[src/rtl/mem_arbiter.sv]
// ---------------------------------------------------------------------------
// mem_arbiter
//
// Shares one single-ported, variable-latency memory bus between the CPU
// instruction-fetch port and its load/store port. Only one access is ever in
// flight. Data wins ties, but after MAX_DATA_BURST consecutive data grants
// with a fetch waiting, the next grant goes to fetch. An access that is not
// acked within TIMEOUT bus cycles is aborted and reported with an error.
//
// Parameters
//   MAX_DATA_BURST  data grants allowed in a row while fetch is pending
//   TIMEOUT         bus cycles to wait for i_bus_ack (1..255)
//
// Ports
//   i_clk, rst           clock (rising edge) and synchronous active-high reset
//   i_inst_*             fetch request: req, addr
//   o_inst_*             fetch grant pulse, rvalid pulse, rdata, err
//   i_data_*             load/store request: req, addr, wdata, width, we,
//                        zeroextend
//   o_data_*             data grant pulse, rvalid pulse, rdata, err
//   o_bus_*              access in flight (req) and its latched fields
//   i_bus_ack/rdata      access completion and read data
// ---------------------------------------------------------------------------
module mem_arbiter #(
    parameter int unsigned MAX_DATA_BURST = 4,
    parameter int unsigned TIMEOUT        = 255
) (
    input  logic        i_clk,
    input  logic        rst,

    input  logic        i_inst_req,
    input  logic [31:0] i_inst_addr,
    output logic        o_inst_gnt,
    output logic        o_inst_rvalid,
    output logic [31:0] o_inst_rdata,
    output logic        o_inst_err,

    input  logic        i_data_req,
    input  logic [31:0] i_data_addr,
    input  logic [31:0] i_data_wdata,
    input  logic [1:0]  i_data_width,
    input  logic        i_data_we,
    input  logic        i_data_zeroextend,
    output logic        o_data_gnt,
    output logic        o_data_rvalid,
    output logic [31:0] o_data_rdata,
    output logic        o_data_err,

    output logic        o_bus_req,
    output logic [31:0] o_bus_addr,
    output logic [31:0] o_bus_wdata,
    output logic [1:0]  o_bus_width,
    output logic        o_bus_we,
    output logic        o_bus_zeroextend,
    input  logic        i_bus_ack,
    input  logic [31:0] i_bus_rdata
);

    localparam logic [7:0] MaxBurst = 8'(MAX_DATA_BURST);
    // Last unacked cycle before abort: the access may stay on the bus for
    // exactly TIMEOUT cycles, and an ack in that final cycle still counts.
    localparam logic [7:0] TmoLast  = 8'(TIMEOUT - 1);

    typedef enum logic [1:0] {
        StIdle,
        StBusyI,
        StBusyD
    } state_e;

    state_e      state_q, state_d;
    logic [7:0]  burst_cnt_q, burst_cnt_d;
    logic [7:0]  tmo_cnt_q, tmo_cnt_d;

    logic [31:0] bus_addr_q, bus_addr_d;
    logic [31:0] bus_wdata_q, bus_wdata_d;
    logic [1:0]  bus_width_q, bus_width_d;
    logic        bus_we_q, bus_we_d;
    logic        bus_ze_q, bus_ze_d;

    logic        inst_rvalid_q, inst_rvalid_d;
    logic [31:0] inst_rdata_q, inst_rdata_d;
    logic        inst_err_q, inst_err_d;
    logic        data_rvalid_q, data_rvalid_d;
    logic [31:0] data_rdata_q, data_rdata_d;
    logic        data_err_q, data_err_d;

    logic        grant_inst;
    logic        grant_data;
    logic        fetch_starved;

    assign fetch_starved = i_inst_req && (burst_cnt_q == MaxBurst);

    // -----------------------------------------------------------------------
    // Next-state, grant and completion logic
    // -----------------------------------------------------------------------
    always_comb begin
        state_d       = state_q;
        burst_cnt_d   = burst_cnt_q;
        tmo_cnt_d     = tmo_cnt_q;
        bus_addr_d    = bus_addr_q;
        bus_wdata_d   = bus_wdata_q;
        bus_width_d   = bus_width_q;
        bus_we_d      = bus_we_q;
        bus_ze_d      = bus_ze_q;
        inst_rvalid_d = 1'b0;
        inst_rdata_d  = 32'h0;
        inst_err_d    = 1'b0;
        data_rvalid_d = 1'b0;
        data_rdata_d  = 32'h0;
        data_err_d    = 1'b0;
        grant_inst    = 1'b0;
        grant_data    = 1'b0;

        unique case (state_q)
            StIdle: begin
                if (i_data_req && !fetch_starved) begin
                    grant_data = 1'b1;
                end else if (i_inst_req) begin
                    grant_inst = 1'b1;
                end

                if (grant_data) begin
                    state_d     = StBusyD;
                    tmo_cnt_d   = 8'h0;
                    bus_addr_d  = i_data_addr;
                    bus_wdata_d = i_data_wdata;
                    bus_width_d = i_data_width;
                    bus_we_d    = i_data_we;
                    bus_ze_d    = i_data_zeroextend;
                    // Only data grants that make fetch wait count toward the burst.
                    if (i_inst_req && (burst_cnt_q < MaxBurst)) begin
                        burst_cnt_d = burst_cnt_q + 8'h1;
                    end
                end else if (grant_inst) begin
                    state_d     = StBusyI;
                    tmo_cnt_d   = 8'h0;
                    burst_cnt_d = 8'h0;
                    bus_addr_d  = i_inst_addr;
                    bus_wdata_d = 32'h0;
                    bus_width_d = 2'd2;
                    bus_we_d    = 1'b0;
                    bus_ze_d    = 1'b0;
                end

                if (!i_inst_req) begin
                    burst_cnt_d = 8'h0;
                end
            end

            StBusyI, StBusyD: begin
                if (i_bus_ack) begin
                    state_d = StIdle;
                    if (state_q == StBusyI) begin
                        inst_rvalid_d = 1'b1;
                        inst_rdata_d  = i_bus_rdata;
                    end else begin
                        data_rvalid_d = 1'b1;
                        data_rdata_d  = bus_we_q ? 32'h0 : i_bus_rdata;
                    end
                end else if (tmo_cnt_q == TmoLast) begin
                    state_d = StIdle;
                    if (state_q == StBusyI) begin
                        inst_rvalid_d = 1'b1;
                        inst_err_d    = 1'b1;
                    end else begin
                        data_rvalid_d = 1'b1;
                        data_err_d    = 1'b1;
                    end
                end else begin
                    tmo_cnt_d = tmo_cnt_q + 8'h1;
                end
            end

            default: begin
                state_d = StIdle;
            end
        endcase
    end

    // -----------------------------------------------------------------------
    // State registers
    // -----------------------------------------------------------------------
    always_ff @(posedge i_clk) begin
        if (rst) begin
            state_q       <= StIdle;
            burst_cnt_q   <= 8'h0;
            tmo_cnt_q     <= 8'h0;
            bus_addr_q    <= 32'h0;
            bus_wdata_q   <= 32'h0;
            bus_width_q   <= 2'd0;
            bus_we_q      <= 1'b0;
            bus_ze_q      <= 1'b0;
            inst_rvalid_q <= 1'b0;
            inst_rdata_q  <= 32'h0;
            inst_err_q    <= 1'b0;
            data_rvalid_q <= 1'b0;
            data_rdata_q  <= 32'h0;
            data_err_q    <= 1'b0;
        end else begin
            state_q       <= state_d;
            burst_cnt_q   <= burst_cnt_d;
            tmo_cnt_q     <= tmo_cnt_d;
            bus_addr_q    <= bus_addr_d;
            bus_wdata_q   <= bus_wdata_d;
            bus_width_q   <= bus_width_d;
            bus_we_q      <= bus_we_d;
            bus_ze_q      <= bus_ze_d;
            inst_rvalid_q <= inst_rvalid_d;
            inst_rdata_q  <= inst_rdata_d;
            inst_err_q    <= inst_err_d;
            data_rvalid_q <= data_rvalid_d;
            data_rdata_q  <= data_rdata_d;
            data_err_q    <= data_err_d;
        end
    end

    // -----------------------------------------------------------------------
    // Outputs
    // -----------------------------------------------------------------------
    // Grants are combinational from IDLE; suppressed while reset is applied so
    // that nothing is accepted in a cycle that is about to be wiped.
    assign o_inst_gnt       = grant_inst && !rst;
    assign o_data_gnt       = grant_data && !rst;

    assign o_inst_rvalid    = inst_rvalid_q;
    assign o_inst_rdata     = inst_rdata_q;
    assign o_inst_err       = inst_err_q;
    assign o_data_rvalid    = data_rvalid_q;
    assign o_data_rdata     = data_rdata_q;
    assign o_data_err       = data_err_q;

    assign o_bus_req        = (state_q != StIdle);
    assign o_bus_addr       = bus_addr_q;
    assign o_bus_wdata      = bus_wdata_q;
    assign o_bus_width      = bus_width_q;
    assign o_bus_we         = bus_we_q;
    assign o_bus_zeroextend = bus_ze_q;

    // -----------------------------------------------------------------------
    // Invariants
    // -----------------------------------------------------------------------
    always_ff @(posedge i_clk) begin
        if (!rst) begin
            assert (!(o_inst_gnt && o_data_gnt))
                else $error("both grants asserted");
            assert (!(o_inst_rvalid && o_data_rvalid))
                else $error("both rvalids asserted");
            assert (!((o_inst_gnt || o_data_gnt) && o_bus_req))
                else $error("grant while an access is in flight");
        end
    end

endmodule

[config.mk]
export PLATFORM = sky130hd
export DESIGN_NAME = mem_arbiter
export DESIGN_NICKNAME = d
export VERILOG_FILES = /design/src/rtl/mem_arbiter.sv
export SDC_FILE = /design/constraint.sdc
export NUM_CORES = 1
export LEC_CHECK = 0
export CAP_MARGIN = 20
export CORE_MARGIN = 4
export CORE_UTILIZATION = 36
export CTS_CLUSTER_SIZE = 12
export DETAILED_ROUTE_END_ITERATION = 12
export HOLD_SLACK_MARGIN = 0.08
export PLACE_DENSITY = 0.84
export SETUP_SLACK_MARGIN = 0.02
export SYNTH_ARGS = -nofsm -noshare
export SYNTH_HDL_FRONTEND = slang
export SYNTH_SLANG_ARGS = --single-unit
[constraint.sdc]
create_clock -name i_clk -period 1.8 [get_ports i_clk]
set_input_delay 0.36 -clock i_clk [delete_from_list [all_inputs] [get_ports i_clk]]
set_output_delay 0.36 -clock i_clk [all_outputs]
set_load 0.03 [all_outputs]
=== Word level (Yosys, flattened, before mapping) ===
Index checks and enable logic that the tools add are counted.

* Add/subtract/negate cells: 2
* $lt $le $gt $ge: 1
* Equality and inequality tests: 10
* Mux-type cells: 35
* Bitwise operators: 3
* Reductions and logical operators: 20

{| class="wikitable"
|+ Operators with widths
! kind !! number
|-
| $mux 32 || 4
|-
| $mux 8 || 7
|-
| $add 8x1->8 const B || 2
|-
| $mux 1 || 16
|-
| $pmux 8 s2 || 1
|-
| $mux 2 || 6
|-
| $eq 8x3->1 const B || 1
|-
| $eq 8x8->1 const B || 1
|-
| $lt 8x3->1 const B || 1
|-
| $ne 3x3->1 const B || 2
|-
| $reduce_bool 2->1 || 3
|-
| $logic_and 1x1->1 || 5
|-
| $reduce_or 5->1 || 1
|-
| $ne 2x2->1 const B || 2
|-
| $pmux 2 s2 || 1
|-
| $reduce_and 2->1 || 2
|-
| $reduce_and 4->1 || 1
|-
| $reduce_or 2->1 || 2
|-
| $reduce_or 4->1 || 1
|-
| $ne 3x1->1 const B || 1
|-
| $ne 3x2->1 const B || 1
|-
| $not 1->1 || 3
|-
| $reduce_and 3->1 || 1
|-
| $reduce_or 3->1 || 1
|-
| other kinds (4) || 5
|}

* Flip-flop bits (word level): 154
* Input bits: 137
* Output and inout port bits: 139
* Word-level logic and storage cells: 85

=== Depth between registers and ports, before layout ===
Gate-level depths: netlist (run 1).

* Depth in word-level cells: 9
* Gate-level depth with buffers: 9

=== Worst setup path before layout (run 1) ===
Ideal clock, no wire load.

* Path kind: flip-flop to output port
* From: register burst_cnt_q[3]
* To: output o_inst_gnt
* Arrival: 1.700 ns
* Slack: -0.260 ns
* Cell stages (with the launch flop): 6
* Path buffers: 2
* Cells stage by stage: dfxtp_1 > or4_1 > buf_2 > o21ai_4 > buf_6 > and3_1

* Cells in the longest elaborated chain, start to end: 8

{| class="wikitable"
|+ RTL lines
! item !! line !! text
|-
| start: declaration || 71 || <nowiki>logic [7:0] burst_cnt_q, burst_cnt_d;</nowiki>
|-
| start signal: assignment || 201 || <nowiki>burst_cnt_q <= burst_cnt_d;</nowiki>
|-
| $eq 8x3->1 || 91 || <nowiki>assign fetch_starved = i_inst_req && (burst_cnt_q == MaxBurst);</nowiki>
|-
| $logic_and 1x1->1 || 91 ||
|-
| $logic_not 1->1 || 116 || <nowiki>if (i_data_req && !fetch_starved) begin</nowiki>
|-
| $logic_and 1x1->1 || 116 ||
|-
| $mux 1 || 116 ||
|-
| $mux 1 (2 in series) || 114 || <nowiki>unique case (state_q)</nowiki>
|-
| $logic_and 1x1->1 || 222 || <nowiki>assign o_inst_gnt = grant_inst && !rst;</nowiki>
|-
| end: declaration || 33 || <nowiki>output logic o_inst_gnt,</nowiki>
|}

Every way passes these cells. The select of a mux whose other input is x is not followed.

=== Worst setup path after layout (run 1) ===
* From: register burst_cnt_q[6]
* To: output o_inst_gnt

The elaborated chain is that of the path after synthesis.

==> impl_metrics.csv, run 1 <==
group,metric,value,unit
final_layout,finalNetCount,1052,
final_layout,finish.utilization,65.0,%
power,irDropWorstVdd,0.590,mV
floorplanning,die_h,131,µm
floorplanning,fp.dieW,131,µm
synthesis,yosys_register_bits,154,
critical_path,crit_path_end_kind,"primary output",
critical_path,crit_fanout,4,
clock_tree,cts_sinks,154,
synthesis,yosysSeqAreaShare,56.4,%
synthesis,synth_cells,603,
power,p_int,0.00662,W
run_status,status,"finished with violations",
clock_tree,clkTransAtPathRegs,0.06,ns
synthesis,yosysWarnings,0,
critical_path,cp-startpoint,"burst_cnt_q[6]",
synthesis,synth.distinct_cells,40,
grt,antenna_found_initial,1,
synthesis,avgSynthCellArea,9.07,µm²
placed_design,gp_congestion,0.862,
critical_path,r2r-end,"o_bus_wdata[6]",
run,cap_violations,0,
drt,drt_pass1_iterations,4,
power,power_frac_seq,39.6,%
grt,grt_max_degree,38,
timing,skew,0.0114,ns
synthesis,mappedNetlistArea,5470,µm²
drt,drt-initial-drc-count,232,
critical_path,arrival,1.81,ns
placed_design,io_buffers,275,
placed_design,hpwl,12800,µm
critical_path,critical_path_class,"reg2out",
critical_path,cp-start-kind,"flip-flop",
timing,drv_slew,0,
synthesis,synth_ff_type,"dfxtp_1",
floorplanning,initial_core_util,37.2,%
synthesis,synth_edf_count,0,
drt,drc,0,
floorplanning,die_area,17200,µm²
power,p_sw_share,29.5,%
critical_path,ff2ff_setup_slack,-0.14,ns
clock_tree,tritoncts,"yes",
final_layout,layout_commonest_cell,"clkdlybuf4s50_1",
hold_path,hp-class,"in2reg",
grt,grt_usage,19.4,%
floorplanning,rows,44,
power,power.leakage,4.49,nW
timing,report.final.hold_viol_count,0,
floorplanning,core,14700,µm²
timing,tightest_slew,0.380,ns
final_layout,mostFrequentLayoutCells,"158 x clkdlybuf4s50_1, 151 x dfxtp_1, 106 x nand2_1",
power,power_density,982,nW/µm²
critical_path,rr_startpoint,"burst_cnt_q[6]",
grt,gr-total-overflow,0,
timing,maxSlewHeadroom,74.7,%
synthesis,async_flop_share,0,%
run_status,failed_checks,"negative setup slack",
clock_tree,clk_latency,0.41,ns
timing,max_freq,0.462,GHz
clock_tree,cts_buffers,17,
clock_tree,h-tree-depth,4,
timing,finalWorstSetupSlack,-0.366,ns
drt,vias_per_cell,4.97,
grt,grt_pass1_vias,5216,
clock_tree,clockRootBuffer,"clkbuf_16",
drt,dr_total_vias,5507,
placed_design,place_inst,1061,
drt,wl,19000,µm
final_layout,fillerInstances,1171,
timing,period_needed,2.17,ns
critical_path,rr_worst_depth,7,
floorplanning,io-pin-count,276,
critical_path,crit_path_end,"o_inst_gnt",
final_layout,fin_cells,1107,
critical_path,critPathRequiredTime,1.44,ns
power,p_switching,0.00276,W
timing,hold_slack,0.415,ns
final_layout,drive_gt1_share,13.4,%
final_layout,stdcell_area,9560,µm²
critical_path,crit_chain,"or4_4, o21ai_4, and3_4, buf_6",
critical_path,critPathSlowestCell,"or4_4",
drt,ant_nets,0,
timing,period_share,120,%
drt,wl_per_cell,17.1,µm
power,combPwrFrac,21.8,%
power,pwr-share-clk,38.6,%
clock_tree,clk_path_buf_depth,2,
timing,setup_viol,69,
final_layout,area_growth,74.7,%
timing,rsz0062_at_grt,"true",
critical_path,cpPeakStageDelay,0.56,ns
placed_design,dpl_cell_area,8660,µm²
grt,grt_pass1_wl,26700,µm
synthesis,synth_fp_nets,746,
kinds of logic after synthesis:
group	synth area share [%]
buffers and inverters	4.71
DFF	56.4
adders and majority gates	1.37
muxes	0.183
AOI/OAI and AO/OA	13.8
and+or+nand+nor	23.6
worst max-delay path, delay by kind of cell (launching register included):
kind / cells / cell delay (ns)
AOI/OAI and AO/OA: 1 / 0.20
and+or+nand+nor: 2 / 0.77
buffers and inverters: 1 / 0.12
DFF: 1 / 0.32
cell usage after synthesis (2+ instances only):
| cell type | n | area, µm² |
|---|---|---|
| buf_6 | 7 | 78.8 |
| nand4b_1 | 2 | 17.5 |
| nand3_1 | 38 | 190 |
| or2_2 | 2 | 12.5 |
| inv_1 | 9 | 33.8 |
| o21ai_0 | 37 | 185 |
| nor4_1 | 2 | 12.5 |
| nand2_1 | 108 | 405 |
| or3_1 | 3 | 18.8 |
| nand4_1 | 3 | 18.8 |
| dfxtp_1 | 154 | 3080 |
| and2_1 | 68 | 425 |
| a31oi_1 | 35 | 219 |
| nor2_1 | 9 | 33.8 |
| and3_1 | 4 | 25.0 |
| nor3_1 | 8 | 40.0 |
| o31ai_1 | 4 | 30.0 |
| ha_1 | 6 | 75.1 |
| clkbuf_1 | 32 | 120 |
| o211ai_1 | 2 | 15.0 |
| a21oi_1 | 43 | 215 |
| or4_1 | 5 | 37.5 |
| buf_2 | 5 | 25.0 |
how the worst min path moves through the flow:
| stage | from | end | slack (ns) | cells past startpoint |
|---|---|---|---|---|
| after floorplan | i_bus_ack | o_data_err | 0.44 | 1 |
| after global placement | o_bus_wdata[14] | o_bus_wdata[14] | 0.44 | 2 |
| after detailed placement | o_bus_wdata[21] | o_bus_wdata[21] | 0.44 | 2 |
| after CTS | rst | state_q[1] | 0.40 | 3 |
| after global routing | rst | state_q[1] | 0.40 | 3 |
| final | rst | state_q[1] | 0.41 | 3 |
state kept, by name, indices dropped and copies added (netlist names), 2 cells and up:
signal        flops
o_bus_wdata      32
state_q           2
o_bus_width       2
o_data_rdata     32
o_bus_addr       32
tmo_cnt_q         8
o_inst_rdata     32
burst_cnt_q       8
repair_timing:
action,4_1_cts,5_1_grt
endpoints found under the setup margin,162,101
setup buffers,2,3
hold buffers,0,0
pin swaps,1,12
gates cloned,2,7
resized for setup,101,53
power by group through the flow:
| stage | Clock (W) | Combinational, W | Sequential (W) |
|---|---|---|---|
| after floorplan | 0 | 0.000587 | 0.00418 |
| after global placement | 0 | 0.00202 | 0.00379 |
| after detailed placement | 0 | 0.00204 | 0.00379 |
| after CTS | 0.00369 | 0.00198 | 0.00371 |
| after global routing | 0.00384 | 0.00218 | 0.00374 |
| final | 0.00362 | 0.00205 | 0.00372 |
layout make-up:
class                   count  area [µm²]  share of cell area, %
flip-flops and latches    154        3090                   32.3
clock buffers              17         425                   4.45
clock inverters            15         184                   1.92
well taps                 184         230                   2.41
repair buffers            330        3310                   34.7
multi-input cells         397        2280                   23.9
inverters                   9        33.8                  0.353
diodes                      1        2.50                 0.0262
layer usage:
metal | global-route usage, % | up-vias | share of wire (%)
met3 | 7.53 | 41 | 8.5
met2 | 33.8 | 265 | 49
met4 | 10.4 | 0 | 4.2
met5 | 0 | - | 0
met1 | 20.2 | 2527 | 39
li1 | - | 2674 | -
metrics by stage:
step                      setup TNS [ns]  power (W)  worst slack (ns)
after floorplan                   -0.147    0.00477            -0.147
after global routing               -7.58    0.00975            -0.415
final                              -4.31    0.00939            -0.366
after CTS                          -3.98    0.00938            -0.386
after detailed placement          -17.74    0.00583            -0.496
after global placement            -14.98    0.00581            -0.443
No activity file was read; power rests on OpenSTA's default activity.
==> inputs of run 2 (changes only) <==
--- a/config.mk
+++ b/config.mk
@@ -11,7 +11,7 @@
 export CTS_CLUSTER_SIZE = 12
 export DETAILED_ROUTE_END_ITERATION = 12
 export HOLD_SLACK_MARGIN = 0.08
-export PLACE_DENSITY = 0.84
+export PLACE_DENSITY = 0.76
 export SETUP_SLACK_MARGIN = 0.02
 export SYNTH_ARGS = -nofsm -noshare
 export SYNTH_HDL_FRONTEND = slang
==> run 2 against run 1 <==
Net effect: sequential cell count unchanged; power increased by 3.2%; highest routed layer unchanged; combinational power increased by 19%; via count increased by 0.31%; fmax increased by 0.41%; routed wire length increased by 0.91%; the run still ends with negative setup slack left; global-route usage decreased by 0.33 points; register-to-register slack improved by 0.03 ns; clock skew about the same.
==> impl_metrics.csv, run 2 (synthesis results as in run 1) <==
group,metric,value,unit
run_status,status,"finished with violations",
run_status,failed_checks,"negative setup slack",
timing,period_needed,2.16,ns
clock_tree,tritoncts,"yes",
clock_tree,clkTransAtPathRegs,0.06,ns
timing,period_share,120,%
timing,finalWorstSetupSlack,-0.357,ns
timing,max_freq,0.464,GHz
clock_tree,ctsHoldBuffers,0,
clock_tree,clk_path_buf_depth,2,
final_layout,mostFrequentLayoutCells,"165 x clkdlybuf4s50_1, 151 x dfxtp_1, 108 x nand2_1",
drt,drc,0,
floorplanning,die_h,131,µm
power,power_density,979,nW/µm²
final_layout,drive_gt1_share,18.5,%
placed_design,io_buffers,275,
critical_path,arrival,1.80,ns
timing,report.final.hold_viol_count,0,
critical_path,rr_startpoint,"state_q[1]",
floorplanning,core,14700,µm²
grt,antenna_found_initial,1,
critical_path,ff2ff_setup_slack,-0.11,ns
grt,grt_pass1_wl,26200,µm
floorplanning,initial_core_util,37.2,%
clock_tree,cts_sinks,154,
placed_design,gp_congestion,0.798,
placed_design,hpwl,12500,µm
power,irDropWorstVdd,0.551,mV
critical_path,critPathRequiredTime,1.44,ns
critical_path,rr_worst_depth,9,
timing,finalSetupTns,-2.78,ns
critical_path,cp-startpoint,"burst_cnt_q[3]",
grt,grt_max_degree,58,
floorplanning,die_area,17200,µm²
drt,wl,19100,µm
floorplanning,rows,44,
drt,ant_nets,0,
critical_path,r2r-end,"tmo_cnt_q[7]",
grt,gr-total-overflow,0,
final_layout,layout_commonest_cell,"clkdlybuf4s50_1",
critical_path,cp-start-kind,"flip-flop",
critical_path,crit_fanout,4,
critical_path,crit_path_end,"o_inst_gnt",
drt,dr_total_vias,5524,
clock_tree,clk_latency,0.41,ns
drt,drt_pass1_iterations,4,
final_layout,finalNetCount,1059,
run,cap_violations,0,
clock_tree,clockRootBuffer,"clkbuf_16",
power,pwr-share-clk,36.5,%
power,p_int,0.00689,W
clock_tree,h-tree-depth,4,
drt,drt-initial-drc-count,204,
power,combPwrFrac,25.1,%
power,power.leakage,4.56,nW
timing,setup_viol,59,
timing,tightest_slew,0.437,ns
drt,wl_per_cell,17.2,µm
timing,drv_slew,0,
timing,skew,0.0112,ns
timing,maxSlewHeadroom,70.8,%
final_layout,area_growth,80.8,%
critical_path,critical_path_class,"reg2out",
floorplanning,fp.dieW,131,µm
power,finalPower,0.00968,W
power,p_switching,0.00279,W
grt,grt_pass1_vias,5039,
critical_path,crit_path_end_kind,"primary output",
hold_path,hp-class,"in2reg",
clock_tree,cts_buffers,17,
drt,vias_per_cell,4.96,
power,power_frac_seq,38.4,%
power,p_sw_share,28.9,%
timing,rsz0062_at_grt,"true",
grt,grt_usage,19.1,%
floorplanning,io-pin-count,276,
placed_design,dp_slack,-0.247,ns
[run 2: stage by stage]
step	area, µm²	hold WS [ns]	util [%]	instances
2_1_floorplan	5490	0.437	-	603
3_3_place_gp	8600	0.437	58.5	1050
3_5_place_dp	8600	0.444	58.5	1050
4_1_cts	9210	0.246	62.7	1090
5_1_grt	9890	0.283	67.3	1113
6_report	9890	0.284	67.3	1113
[run 2: what timing repair did]
action	in CTS	in global routing
buffers inserted	9	13
pin swaps	5	33
endpoints found under the setup margin	86	112
resized for setup	95	133
cloned	0	11
[run 2: power by group through the flow]
| stage | Sequential (W) | Clock, W | Combinational, W |
|---|---|---|---|
| after floorplan | 0.00418 | 0 | 0.000587 |
| after global placement | 0.00378 | 0 | 0.00198 |
| after detailed placement | 0.00379 | 0 | 0.00199 |
| after CTS | 0.00371 | 0.00360 | 0.00194 |
| after global routing | 0.00374 | 0.00374 | 0.00256 |
| final | 0.00372 | 0.00353 | 0.00243 |
[run 2: area by class of cell]
class	instances	area, µm²
Clock buffer	20	467
Tap cell	184	230
Sequential cell	154	3090
Antenna cell	1	2.50
Fill cell	1120	4810
Timing Repair Buffer	338	3470
Inverter	9	37.5
Multi-Input combinational cell	396	2480
Clock inverter	11	120
[run 2: worst max-delay path, cell delays in order (launching register included)]
cell	delay [ns]
dfxtp_1	0.31
or4_4	0.56
o21ai_4	0.19
and3_4	0.21
buf_6	0.12
[run 2: how the worst min path moves through the flow]
stage	start	end	slack, ns	cells past startpoint
floorplan	i_bus_ack	o_data_err	0.44	1
global placement	o_bus_wdata[25]	o_bus_wdata[25]	0.44	2
detailed placement	o_bus_wdata[23]	o_bus_wdata[23]	0.44	2
CTS	rst	state_q[1]	0.25	2
global route	rst	state_q[1]	0.28	2
finish	rst	state_q[1]	0.28	2
[run 2: per-layer routing]
layer | GRT usage, % | routed length, µm | part of all wire [%]
met1 | 20.9 | 7710 | 40
met2 | 33.0 | 9450 | 49
met3 | 7.84 | 1540 | 8.0
met4 | 7.41 | 431 | 2.3
met5 | 0 | 0 | 0
